[src/rtl/bin2bcd_pkg.sv]
// rtl/bin2bcd_pkg.sv - shared constants and helpers for the bin2bcd_sat converter
// Purpose: FSM state encodings, the saturation digit and a counter-width helper.
// Ports:   none (package).
package bin2bcd_pkg;

   typedef logic [1:0] state_t;

   localparam state_t IDLE = 2'b00;
   localparam state_t OP   = 2'b01;
   localparam state_t DONE = 2'b10;

   localparam logic [3:0] DIGIT_NINE = 4'h9;

   // Number of bits needed to hold values 0..value-1.
   function automatic int clog2(input int value);
      int bits;
      bits = 0;
      while ((1 << bits) < value) begin
         bits = bits + 1;
      end
      return bits;
   endfunction

endpackage

[src/rtl/bcd_digit_adj.sv]
// rtl/bcd_digit_adj.sv - one BCD digit add-3-if-at-least-5 correction
// Purpose: combinational shift-and-add-3 digit correction, result taken mod 16.
// Ports:   din  - working digit before correction
//          dout - din + 3 when din >= 5, else din
module bcd_digit_adj (
   input  logic [3:0] din,
   output logic [3:0] dout
);

   always_comb begin
      dout = din;
      if (din >= 4'd5) begin
         dout = din + 4'd3;
      end
   end

endmodule

[src/rtl/bin2bcd_sat.sv]
// rtl/bin2bcd_sat.sv - multi-cycle binary-to-BCD converter with sign, saturation and blanking
// Purpose: converts a W-bit (optionally two's-complement) operand into N BCD digits,
//          one shift per cycle, saturating to all nines when the magnitude does not fit.
// Ports:   clk, reset (sync, active-low)
//          start/bin       - request and operand, taken only while ready=1
//          ready/done_tick - idle indication and one-cycle completion pulse
//          bcd/sign/overflow/blank - result registers, held until the next commit
module bin2bcd_sat
   import bin2bcd_pkg::*;
#(
   parameter int W      = 16,
   parameter int N      = 5,
   parameter int SIGNED = 0
) (
   input  logic           clk,
   input  logic           reset,
   input  logic           start,
   input  logic [W-1:0]   bin,
   output logic           ready,
   output logic           done_tick,
   output logic [4*N-1:0] bcd,
   output logic           sign,
   output logic           overflow,
   output logic [N-1:0]   blank
);

   localparam int CW = clog2(W + 1);
   localparam logic [N-1:0] BLANK_RST = ~N'(1);

   state_t         state_q, state_d;
   logic [W-1:0]   shift_q, shift_d;
   logic [4*N-1:0] digits_q, digits_d;
   logic [CW-1:0]  cnt_q, cnt_d;
   logic           ovf_q, ovf_d;
   logic           sign_int_q, sign_int_d;
   logic [4*N-1:0] bcd_q, bcd_d;
   logic           sign_q, sign_d;
   logic           overflow_q, overflow_d;
   logic [N-1:0]   blank_q, blank_d;
   logic           done_q, done_d;

   logic [4*N-1:0] adj;
   logic [4*N-1:0] step_digits;
   logic           step_ovf;
   logic [W-1:0]   mag;
   logic           last_op;
   logic           zero_run;

   for (genvar g = 0; g < N; g++) begin : g_adj
      bcd_digit_adj u_adj (
         .din  (digits_q[4*g +: 4]),
         .dout (adj[4*g +: 4])
      );
   end

   // State register plus all datapath registers.
   always_ff @(posedge clk) begin
      if (!reset) begin
         state_q    <= IDLE;
         shift_q    <= '0;
         digits_q   <= '0;
         cnt_q      <= '0;
         ovf_q      <= 1'b0;
         sign_int_q <= 1'b0;
         bcd_q      <= '0;
         sign_q     <= 1'b0;
         overflow_q <= 1'b0;
         blank_q    <= BLANK_RST;
         done_q     <= 1'b0;
      end else begin
         state_q    <= state_d;
         shift_q    <= shift_d;
         digits_q   <= digits_d;
         cnt_q      <= cnt_d;
         ovf_q      <= ovf_d;
         sign_int_q <= sign_int_d;
         bcd_q      <= bcd_d;
         sign_q     <= sign_d;
         overflow_q <= overflow_d;
         blank_q    <= blank_d;
         done_q     <= done_d;
      end
   end

   assign last_op = (state_q == OP) && (cnt_q == CW'(1));

   // Next-state logic.
   always_comb begin
      state_d = state_q;
      case (state_q)
         IDLE:    if (start) state_d = OP;
         OP:      if (last_op) state_d = DONE;
         DONE:    state_d = IDLE;
         default: state_d = IDLE;
      endcase
   end

   // Output decode; the completion pulse is registered off the DONE state.
   always_comb begin
      ready  = (state_q == IDLE);
      done_d = (state_q == DONE);
   end

   assign done_tick = done_q;
   assign bcd       = bcd_q;
   assign sign      = sign_q;
   assign overflow  = overflow_q;
   assign blank     = blank_q;

   // Datapath: load, shift-and-add-3 step, commit with saturation.
   always_comb begin
      // The two's-complement negate of the most negative value wraps to
      // 2^(W-1), which is exactly its magnitude when read as unsigned.
      mag = bin;
      if (SIGNED != 0 && bin[W-1]) begin
         mag = ~bin + W'(1);
      end

      // Digit 0 takes the shift MSB; the adjusted top digit's bit 3 falls off.
      step_digits = {adj[4*N-2:0], shift_q[W-1]};
      step_ovf    = ovf_q | adj[4*N-1];

      shift_d    = shift_q;
      digits_d   = digits_q;
      cnt_d      = cnt_q;
      ovf_d      = ovf_q;
      sign_int_d = sign_int_q;
      bcd_d      = bcd_q;
      sign_d     = sign_q;
      overflow_d = overflow_q;
      blank_d    = blank_q;
      zero_run   = 1'b1;

      if (state_q == IDLE && start) begin
         shift_d    = mag;
         digits_d   = '0;
         cnt_d      = CW'(W);
         ovf_d      = 1'b0;
         sign_int_d = (SIGNED != 0) ? bin[W-1] : 1'b0;
      end else if (state_q == OP) begin
         shift_d  = {shift_q[W-2:0], 1'b0};
         digits_d = step_digits;
         ovf_d    = step_ovf;
         cnt_d    = cnt_q - CW'(1);
      end

      if (last_op) begin
         overflow_d = step_ovf;
         bcd_d      = step_ovf ? {N{DIGIT_NINE}} : step_digits;
         // A zero result never reads as negative; saturated values keep the sign.
         sign_d     = sign_int_q & (step_ovf | (|step_digits));
         // Walk down from the top digit; a bit stays set while everything above is zero.
         for (int i = N - 1; i >= 1; i--) begin
            zero_run   = zero_run & (bcd_d[4*i +: 4] == 4'd0);
            blank_d[i] = zero_run;
         end
         blank_d[0] = 1'b0;
      end
   end

endmodule

[config.mk]
export PLATFORM = sky130hd
export DESIGN_NAME = bin2bcd_sat
export DESIGN_NICKNAME = d
export VERILOG_FILES = /design/src/rtl/bin2bcd_pkg.sv /design/src/rtl/bcd_digit_adj.sv /design/src/rtl/bin2bcd_sat.sv
export SDC_FILE = /design/constraint.sdc
export NUM_CORES = 1
export LEC_CHECK = 0
export CAP_MARGIN = 20
export CELL_PAD_IN_SITES_DETAIL_PLACEMENT = 1
export CELL_PAD_IN_SITES_GLOBAL_PLACEMENT = 2
export CORE_ASPECT_RATIO = 0.9
export CORE_MARGIN = 8
export CORE_UTILIZATION = 34
export CTS_BUF_LIST = sky130_fd_sc_hd__clkbuf_8 sky130_fd_sc_hd__clkbuf_16
export CTS_CLUSTER_DIAMETER = 100
export DETAILED_ROUTE_END_ITERATION = 12
export PLACE_DENSITY_LB_ADDON = 0.1
export SYNTH_ARGS = -nofsm -noshare
export SYNTH_HDL_FRONTEND = slang
export SYNTH_HIERARCHICAL = 1
export SYNTH_SLANG_ARGS = --single-unit
[constraint.sdc]
create_clock -name clk -period 6.45 [get_ports clk]
set_clock_uncertainty 0.15 [all_clocks]
set_input_delay 0.645 -clock clk [delete_from_list [all_inputs] [get_ports clk]]
set_output_delay 0.645 -clock clk [all_outputs]
set_load 0.005 [all_outputs]
======== Word-level counts from Yosys, hierarchy flattened ========
Cells that the tools add are included.
operators by class
  add/sub/neg operators ................... 6
  $lt $le $gt $ge ......................... 5
  equality and inequality tests ........... 5
  mux-type cells .......................... 13
  bitwise gates (word level) .............. 5
  reductions and logical operators ........ 10
operators with widths
  operator               number
  $mux W16               2
  $add A4 B2 Y4 const B  5
  $ge A4 B3 Y1 const B   5
  $mux W20               1
  $mux W4                5
  $logic_not A4 Y1       4
  $mux W5                2
  $eq A5 B1 Y1 const B   1
  $sub A5 B1 Y5 const B  1
  $mux W2                2
  $ne A2 B2 Y1 const B   2
  $pmux W2 S2            1
  $and A1 B1 Y1          3
  $eq A2 B1 Y1 const B   1
  $eq A2 B2 Y1 const B   1
  $logic_and A1 B1 Y1    2
  $logic_not A2 Y1       1
  $reduce_and A2 Y1      1
  $reduce_bool A2 Y1     1
  $reduce_or A2 Y1       1
  $not A1 Y1             1
  $or A1 B1 Y1           1
storage, ports and cells
  register bits after elaboration ......... 70
  bits of input ports ..................... 19
  output and inout bits ................... 29
  word-level logic and storage cells ...... 54

======== Longest topological paths before layout ========
Gate-level depths: netlist of the first run.
  depth in word-level cells ............... 8
  gate-level depth with buffers ........... 10
  depth with buffers taken out ............ 9

======== Hierarchy ========
Netlist of the first run, hierarchy kept.
modules (own cells, without submodules)
  module         times used  cells each  area an instance (um^2)  seq. area each (um^2)
  bin2bcd_sat    1           320         2788.9                   1401.3
  bcd_digit_adj  5           16          101.3                    0.0

======== Least setup slack after synthesis of the first run ========
No wires, ideal clock.
  path type ............................... register to register
  start ................................... register digits_q[13]
  end ..................................... register blank_q[1], in the netlist blank[1]
  data arrival time ....................... 1.825 ns
  setup slack ............................. 4.380 ns
  stages on the path, launching flop included .. 10
  clock period less this slack ............ 2.070 ns
  path through ............................ dfxtp_1 > inv_1 > ha_1 > nand2b_1 > a21oi_2 > xnor2_1 > nor4_1 > and4b_1 > nand4_2 > o41ai_2
on the way
  cells in the longest elaborated chain, start to end .. 7
  elaborated cells between the ends (all ways) .. 9
  classes of those cells .................. add/sub: 1; order compare: 1; mux: 2; bitwise: 3; reduce/logical: 2
RTL lines
  what                         RTL line             text
  from (decl)                  bin2bcd_sat.sv:32    logic [4*N-1:0] digits_q, digits_d;
  from (signal assigned)       bin2bcd_sat.sv:73    digits_q <= digits_d;
  $ge A4 B3 Y1                 bcd_digit_adj.sv:12  if (din >= 4'd5) begin
  $mux W4                      bcd_digit_adj.sv:12
  via adj[12]                  bin2bcd_sat.sv:42    logic [4*N-1:0] adj;
  $mux W20                     bin2bcd_sat.sv:149   bcd_d = step_ovf ? {N{DIGIT_NINE}} : step_digits;
  $logic_not A4 Y1             bin2bcd_sat.sv:154   zero_run = zero_run & (bcd_d[4*i +: 4] == 4'd0);
  $and A1 B1 Y1 (3 in series)  bin2bcd_sat.sv:154
  to (signal assigned)         bin2bcd_sat.sv:80    blank_q <= blank_d;
  to (decl)                    bin2bcd_sat.sv:39    logic [N-1:0] blank_q, blank_d;
The timed path passes the listed nets, and every way through them passes these cells.
A chain may end at the register's enable or synchronous reset.

======== Final worst setup path of the first run ========
  start ................................... register state_q[0]
  end ..................................... register bcd_q[15], in the netlist bcd[15]
on the way
  cells in the longest elaborated chain, start to end .. 2
RTL lines
  what                    RTL line           text
  from (decl)             bin2bcd_sat.sv:30  state_t state_q, state_d;
  from (signal assigned)  bin2bcd_sat.sv:71  state_q <= state_d;
  $eq A2 B1 Y1            bin2bcd_sat.sv:85  assign last_op = (state_q == OP) && (cnt_q == CW'(1));
  $logic_and A1 B1 Y1     bin2bcd_sat.sv:85
  to (signal assigned)    bin2bcd_sat.sv:65  bcd_q <= '0;
  to (signal assigned)    bin2bcd_sat.sv:77  bcd_q <= bcd_d;
  to (decl)               bin2bcd_sat.sv:36  logic [4*N-1:0] bcd_q, bcd_d;
Every way passes these cells.

==> flow_metrics.py, run 1 <==
metrics = {
    "yosys": {
        "ys_seq_area_share_pct": 42.5,
        "yosys_warnings": 6,
        "avgSynthCellArea_sq_um": 8.24,
        "synth_edf_count": 0,
        "synth.distinct_cells": 43,
        "netlist_area_sq_mm": 0.00330,
        "ys.flop_type": "dfxtp_1",
        "async_flop_share_pct": 0,
        "synth-seq-cells": 70,
        "syn_inst": 400,
    },
    "clock_tree": {
        "ctsHoldBuffers": 0,
        "cts.sinks": 70,
        "cts_tree": "built",
        "root_buffer": "clkbuf_8",
        "cts_buffers": 9,
        "cts_buffer_depth": 2,
        "postCtsSetupRepairBufs": 0,
        "htree_levels": 3,
        "cts_resized": 0,
        "clk_pin_slew_ps": 70,
        "clk_latency_ps": 350,
    },
    "power": {
        "p_leak_nw": 1.45,
        "power_switching_uw": 214,
        "share_comb_of_total_power_pct": 9.5,
        "power.clock.fraction_pct": 37.5,
        "max-vdd-ir-drop_mv": 0.0838,
        "p_seq_share_pct": 52.9,
        "p_per_area_mw_per_mm2": 216,
        "switching_share_pct": 24.9,
        "totalPowerFinal_uw": 859,
        "p_int_uw": 646,
    },
    "finish": {
        "final_util_pct": 41.5,
        "drive_gt1_share_pct": 6.85,
        "area.growth.synth_to_final_pct": 20.7,
        "final_cell_count_no_fill": 564,
        "diodes": 0,
        "final_nets": 466,
        "fillCellCount": 1168,
    },
    "worst_setup_path": {
        "cp_cell_sequence": "nor2b_2 > buf_4 > nand2_1 > or3_1 > o211a_1",
        "crit_fanout": 44,
        "worstSetupStartpointType": "flop",
        "cp.arrival_ps": 2710,
        "crit_type": "reg -> reg",
        "crit_buf_inv": 1,
        "reg2reg_to": "bcd[15]$_SDFFE_PN0P_",
        "r2r-start": "state_q[0]$_SDFFE_PN0P_",
        "critPathMaxStageDelay_ps": 660,
        "crit_path_end_kind": "flop",
        "ff2ff_setup_slack_ps": 3830,
        "cpLargestDelayFamily": "simple AND/OR/NAND/NOR gates",
        "cp_slowest_cell": "nand2_1",
        "worstRegToRegCells": 5,
        "required_ps": 6540,
    },
    "floorplanning": {
        "core.rowCount": 34,
        "io_pins": 48,
        "die_y_um": 109,
        "dieArea_sq_mm": 0.0131,
        "core_area_sq_mm": 0.00957,
        "die_w_um": 120,
        "start_util_pct": 34.4,
    },
    "placed_design": {
        "port_buffers": 45,
        "place.gp.congestion": 0.740,
        "placed_cells": 550,
        "dp_hpwl_um": 5860,
    },
    "timing": {
        "timing.setup.tns_ps": 0,
        "fmax_mhz": 382,
        "maxSlewViolCount": 0,
        "finalHoldViolations": 0,
        "relSlewSlack_pct": 35.2,
        "finalCritPeriodShare_pct": 40.6,
        "fin_crit_ps": 2620,
        "setup_violations": 0,
        "grt_setup_unrepaired": "false",
        "tightest_slew_ps": 970,
    },
    "route": {
        "via_per_inst": 4.95,
        "ant_nets": 0,
        "wire_per_inst_um": 15.3,
        "via_count": 2791,
        "drt_iter0_drc": 107,
        "drt-total-wl_um": 8650,
        "drt_pass1_iterations": 4,
        "drc": 0,
    },
    "min_path": {
        "hp-class": "reg -> reg",
        "min_path_cells": 2,
        "holdCritStartpoint": "bcd[17]$_SDFFE_PN0P_",
        "hold_path_end": "bcd[17]$_SDFFE_PN0P_",
    },
    "status": {
        "status": "completed",
    },
    "flow_run": {
        "maxCapViolations": 0,
    },
    "global_routing": {
        "grt_max_degree": 45,
        "grt_overflow_total": 0,
        "grt_pass1_wl_um": 14300,
        "grt_usage_pct": 13.8,
        "grt_pass1_vias": 2808,
        "antenna_found_initial": 0,
    },
}
## power groups by stage
stage | registers (mW) | clock network [mW] | logic, mW
after detailed placement | 0.465 | 0 | 0.0836
after global placement | 0.464 | 0 | 0.0825
after global routing | 0.457 | 0.354 | 0.0922
after floorplan | 0.463 | 0 | 0.0536
final | 0.455 | 0.323 | 0.0820
after CTS | 0.455 | 0.339 | 0.0843
## cell families (layout without fill, tap and decap cells)
logic type,Yosys count,in the layout,synth area share (%)
other,1,2,0.114
multiplexers,5,5,1.52
AND/OR/NAND/NOR,178,178,25.4
XOR/XNOR,7,7,1.86
buffers and inverters,39,76,5.66
flip-flops,70,70,42.5
adder cells (fa/ha/maj),12,12,4.56
AO/OA/AOI/OAI,88,88,18.4
## state kept, by name, indices dropped and copies added (netlist names)
register	flops
ovf_q	1
shift_q	16
overflow	1
state_q	2
cnt_q	5
bcd	20
blank	4
digits_q	20
done_tick	1
## worst register-to-register path, cell delays in order, from the launching register on
cell	delay, ps
dfxtp_1	420
nor2b_2	170
buf_4	450
nand2_1	670
or3_1	530
o211a_1	130
## cells in the mapped netlist (6+ instances only)
cell      number  area (sq um)
dfxtp_1       70          1400
nor3b_1        7          52.6
nor3_1         7          35.0
nor2_1        23          86.3
xnor2_1        6          52.6
nand2b_1      11          68.8
a21oi_1       24           120
a21boi_0      23           173
nand2_1       98           368
inv_1         13          48.8
a22oi_1       15           113
ha_1          12           150
nand3_1       15          75.1
clkbuf_1      15          56.3
## area by class of cell
cell class / count / area [sq um] / area share, %
well taps: 126 / 158 / 3.96
inverters: 13 / 48.8 / 1.23
clock buffers: 12 / 165 / 4.15
multi-input cells: 292 / 1710 / 43.1
clock inverters: 2 / 8.76 / 0.220
flip-flops and latches: 70 / 1400 / 35.2
repair buffers: 49 / 480 / 12.1
## stage by stage
stage               instance area [sq um]  hold WS, ps  worst slack [ps]
detailed placement                   3800          301              3590
finish                               3980          306              3830
global placement                     3800          294              3670
CTS                                  3980          310              3750
floorplan                            3300          293              4380
global route                         3980          329              3620
## per-layer routing
metal / up-vias / wire [um] / track usage, %
li1: 1414 / - / -
met1: 1337 / 4320 / 16.6
met2: 30 / 3960 / 23.2
met3: 10 / 234 / 3.54
met4: 0 / 136 / 5.61
met5: - / 0 / 0
## placed cells by master, fill, tap and decap left out, types with 4 or more instances in the layout
| master | n |
|---|---|
| inv_1 | 14 |
| buf_4 | 4 |
| a21oi_1 | 24 |
| nand2b_1 | 11 |
| nor2_1 | 23 |
| xnor2_1 | 6 |
| a21oi_2 | 5 |
| o21ai_0 | 5 |
| nor3b_1 | 7 |
| ha_1 | 12 |
| dfxtp_1 | 70 |
| mux2i_1 | 5 |
| a21boi_0 | 23 |
| clkbuf_8 | 12 |
| nor3_1 | 7 |
| nor4_1 | 4 |
| a22oi_1 | 15 |
| nand3_1 | 15 |
| clkdlybuf4s50_1 | 45 |
| nand2_1 | 98 |
| o21ai_1 | 5 |
## how the worst max path moves through the flow
stage,startpoint,to,slack [ps],cells past startpoint
after floorplan,digits_q[13]$_SDFFE_PP0P_,blank[1]$_SDFFE_PN1P_,4380,9
after global placement,reset,cnt_q[1]$_SDFFE_PP0P_,3670,4
after detailed placement,reset,cnt_q[1]$_SDFFE_PP0P_,3590,4
after CTS,state_q[0]$_SDFFE_PN0P_,bcd[15]$_SDFFE_PN0P_,3750,5
after global routing,state_q[0]$_SDFFE_PN0P_,bcd[15]$_SDFFE_PN0P_,3620,5
final,state_q[0]$_SDFFE_PN0P_,bcd[15]$_SDFFE_PN0P_,3830,5
(Power assumes the default switching activity.)
==> run 2: changes to the inputs <==
--- a/config.mk
+++ b/config.mk
@@ -10,7 +10,7 @@
 export CELL_PAD_IN_SITES_GLOBAL_PLACEMENT = 2
 export CORE_ASPECT_RATIO = 0.9
 export CORE_MARGIN = 8
-export CORE_UTILIZATION = 34
+export CORE_UTILIZATION = 29
 export CTS_BUF_LIST = sky130_fd_sc_hd__clkbuf_8 sky130_fd_sc_hd__clkbuf_16
 export CTS_CLUSTER_DIAMETER = 100
 export DETAILED_ROUTE_END_ITERATION = 12
==> constraint.sdc (replaced) <==
create_clock -name clk -period 2.11 [get_ports clk]
set_clock_uncertainty 0.15 [all_clocks]
set_input_delay 0.211 -clock clk [delete_from_list [all_inputs] [get_ports clk]]
set_output_delay 0.211 -clock clk [all_outputs]
set_load 0.005 [all_outputs]
==> run 2 against run 1 <==
Worst setup slack lost 3800 ps. Combinational power grew to 3.4 times the previous value. Fmax grew 27%. Design area grew 13%. Die area grew 15%. Sequential power grew to 3.1 times the previous value. Flip-flop and latch count is the same. Final cell count grew 12%. Global-route usage shrank 0.54 points. Critical endpoint is now blank[1]$_SDFFE_PN1P_.
==> flow_metrics.py, run 2 (same netlist as run 1, synthesis figures left out) <==
metrics = {
    "global_routing": {
        "grt_pass1_vias": 3112,
        "grt_max_degree": 26,
        "grt_overflow_total": 0,
        "grt_usage_pct": 13.2,
        "antenna_found_initial": 0,
        "grt_pass1_wl_um": 15400,
    },
    "worst_setup_path": {
        "ff2ff_setup_slack_ps": 50,
        "cp_slowest_cell": "dfxtp_2",
        "cp_cell_sequence": "inv_4 > ha_4 > nand2b_4 > a21oi_4 > mux2i_1 > nor4_1 > and4b_1 > nand4_2 > o41ai_2",
        "critPathMaxStageDelay_ps": 340,
        "crit_type": "reg -> reg",
        "required_ps": 2210,
        "crit_fanout": 3,
        "cp-startpoint": "digits_q[13]$_SDFFE_PP0P_",
        "worstSetupStartpointType": "flop",
        "cp.arrival_ps": 2160,
        "crit_path_end_kind": "flop",
        "r2r-start": "digits_q[13]$_SDFFE_PP0P_",
    },
    "route": {
        "drt_pass1_iterations": 4,
        "drt_iter0_drc": 104,
        "drt-total-wl_um": 9270,
        "wire_per_inst_um": 14.7,
        "ant_nets": 0,
        "drc": 0,
        "via_per_inst": 4.66,
        "via_count": 2941,
    },
    "placed_design": {
        "placed_cells": 612,
        "port_buffers": 45,
        "place.gp.congestion": 0.751,
        "dp_hpwl_um": 6800,
    },
    "min_path": {
        "holdCritStartpoint": "bin[0]",
        "hp-class": "in -> reg",
    },
    "clock_tree": {
        "cts.sinks": 70,
        "cts_buffers": 9,
        "clk_latency_ps": 340,
        "cts_tree": "built",
        "ctsHoldBuffers": 0,
        "clk_pin_slew_ps": 60,
        "htree_levels": 3,
        "cts_buffer_depth": 2,
        "root_buffer": "clkbuf_16",
    },
    "timing": {
        "maxSlewViolCount": 0,
        "setup_violations": 0,
        "finalCritPeriodShare_pct": 97.8,
        "fin_crit_ps": 2060,
        "grt_setup_unrepaired": "true",
        "fmax_mhz": 485,
        "finalHoldViolations": 0,
        "whs_ps": 280,
    },
    "floorplanning": {
        "core.rowCount": 37,
        "start_util_pct": 29.3,
        "dieArea_sq_mm": 0.0150,
        "core_area_sq_mm": 0.0112,
        "die_w_um": 128,
        "io_pins": 48,
        "die_y_um": 117,
    },
    "finish": {
        "mostFrequentLayoutCells": "nand2_1, dfxtp_1, clkdlybuf4s50_1",
        "area.growth.synth_to_final_pct": 36.3,
        "multi_input_area_sq_mm": 0.00178,
        "final_util_pct": 39.9,
        "fillCellCount": 1342,
        "drive_gt1_share_pct": 16.2,
        "final_cell_count_no_fill": 631,
        "seqCellArea_sq_mm": 0.00141,
        "diodes": 0,
        "final_common_cell": "nand2_1",
        "final_nets": 501,
    },
    "power": {
        "totalPowerFinal_mw": 3.22,
        "p_per_area_mw_per_mm2": 716,
        "max-vdd-ir-drop_mv": 0.381,
        "p_leak_nw": 1.71,
    },
    "flow_run": {
        "maxCapViolations": 0,
    },
    "status": {
        "status": "completed",
    },
}
## run 2: cell count changes in the layout (fill, tap and decap cells not counted), sizes merged
cell,change
inv,+1
clkinvlp,+1
bufinv,+1
buf,+35
clkbuf,-1
## run 2: cell type report
cell class,count,share of cell area (%)
Clock buffer,11,5.63
Clock inverter,5,1.11
Inverter,13,1.14
Multi-Input combinational cell,292,39.6
Sequential cell,70,31.3
Tap cell,156,4.35
Timing Repair Buffer,84,16.9
## run 2: per-stage QoR
| step | TNS, ps | worst slack, ps | area [sq um] |
|---|---|---|---|
| floorplan | 0 | 39.5 | 3300 |
| global placement | -64.3 | -64.3 | 4090 |
| detailed placement | -136 | -115 | 4090 |
| CTS | 0 | 14.3 | 4420 |
| global route | -449 | -161 | 4490 |
| finish | 0 | 46.1 | 4490 |
## run 2: worst paths after layout
kind	endpoint	cells after the start
max	blank[1]$_SDFFE_PN1P_	9
max reg2reg	blank[1]$_SDFFE_PN1P_	9
min	shift_q[0]$_SDFFE_PN0P_	3
min reg2reg	bcd[17]$_SDFFE_PN0P_	2
## run 2: where the power goes
| group | total (mW) | internal [mW] | switching (mW) | leakage (nW) |
|---|---|---|---|---|
| sequential | 1.39 | 1.36 | 0.0304 | 0.569 |
| combinational | 0.279 | 0.132 | 0.147 | 0.985 |
| clock | 1.55 | 0.968 | 0.577 | 0.154 |
## run 2: worst max-delay path: cells and delay by family (launching register included)
kind / cells / cell delay [ps]
multiplexers: 1 / 110
buffers and inverters: 1 / 50
AO/OA/AOI/OAI: 2 / 370
flip-flops: 1 / 340
adder cells (fa/ha/maj): 1 / 140
AND/OR/NAND/NOR: 4 / 800
## run 2: what timing repair did
item | in CTS | in global routing
setup endpoints to repair | 2 | 8
resized for setup | 1 | 16
buffers inserted | 2 | 1
pin swaps | 5 | 2
## run 2: per-layer routing
layer	share of wire, %	vias to the layer above	track usage (%)	wire, um
met5	0	-	0	0
met3	5.1	13	5.12	468
met1	48	1401	15.2	4410
li1	-	1482	-	-
met4	1.6	0	5.06	152
met2	46	45	22.0	4240
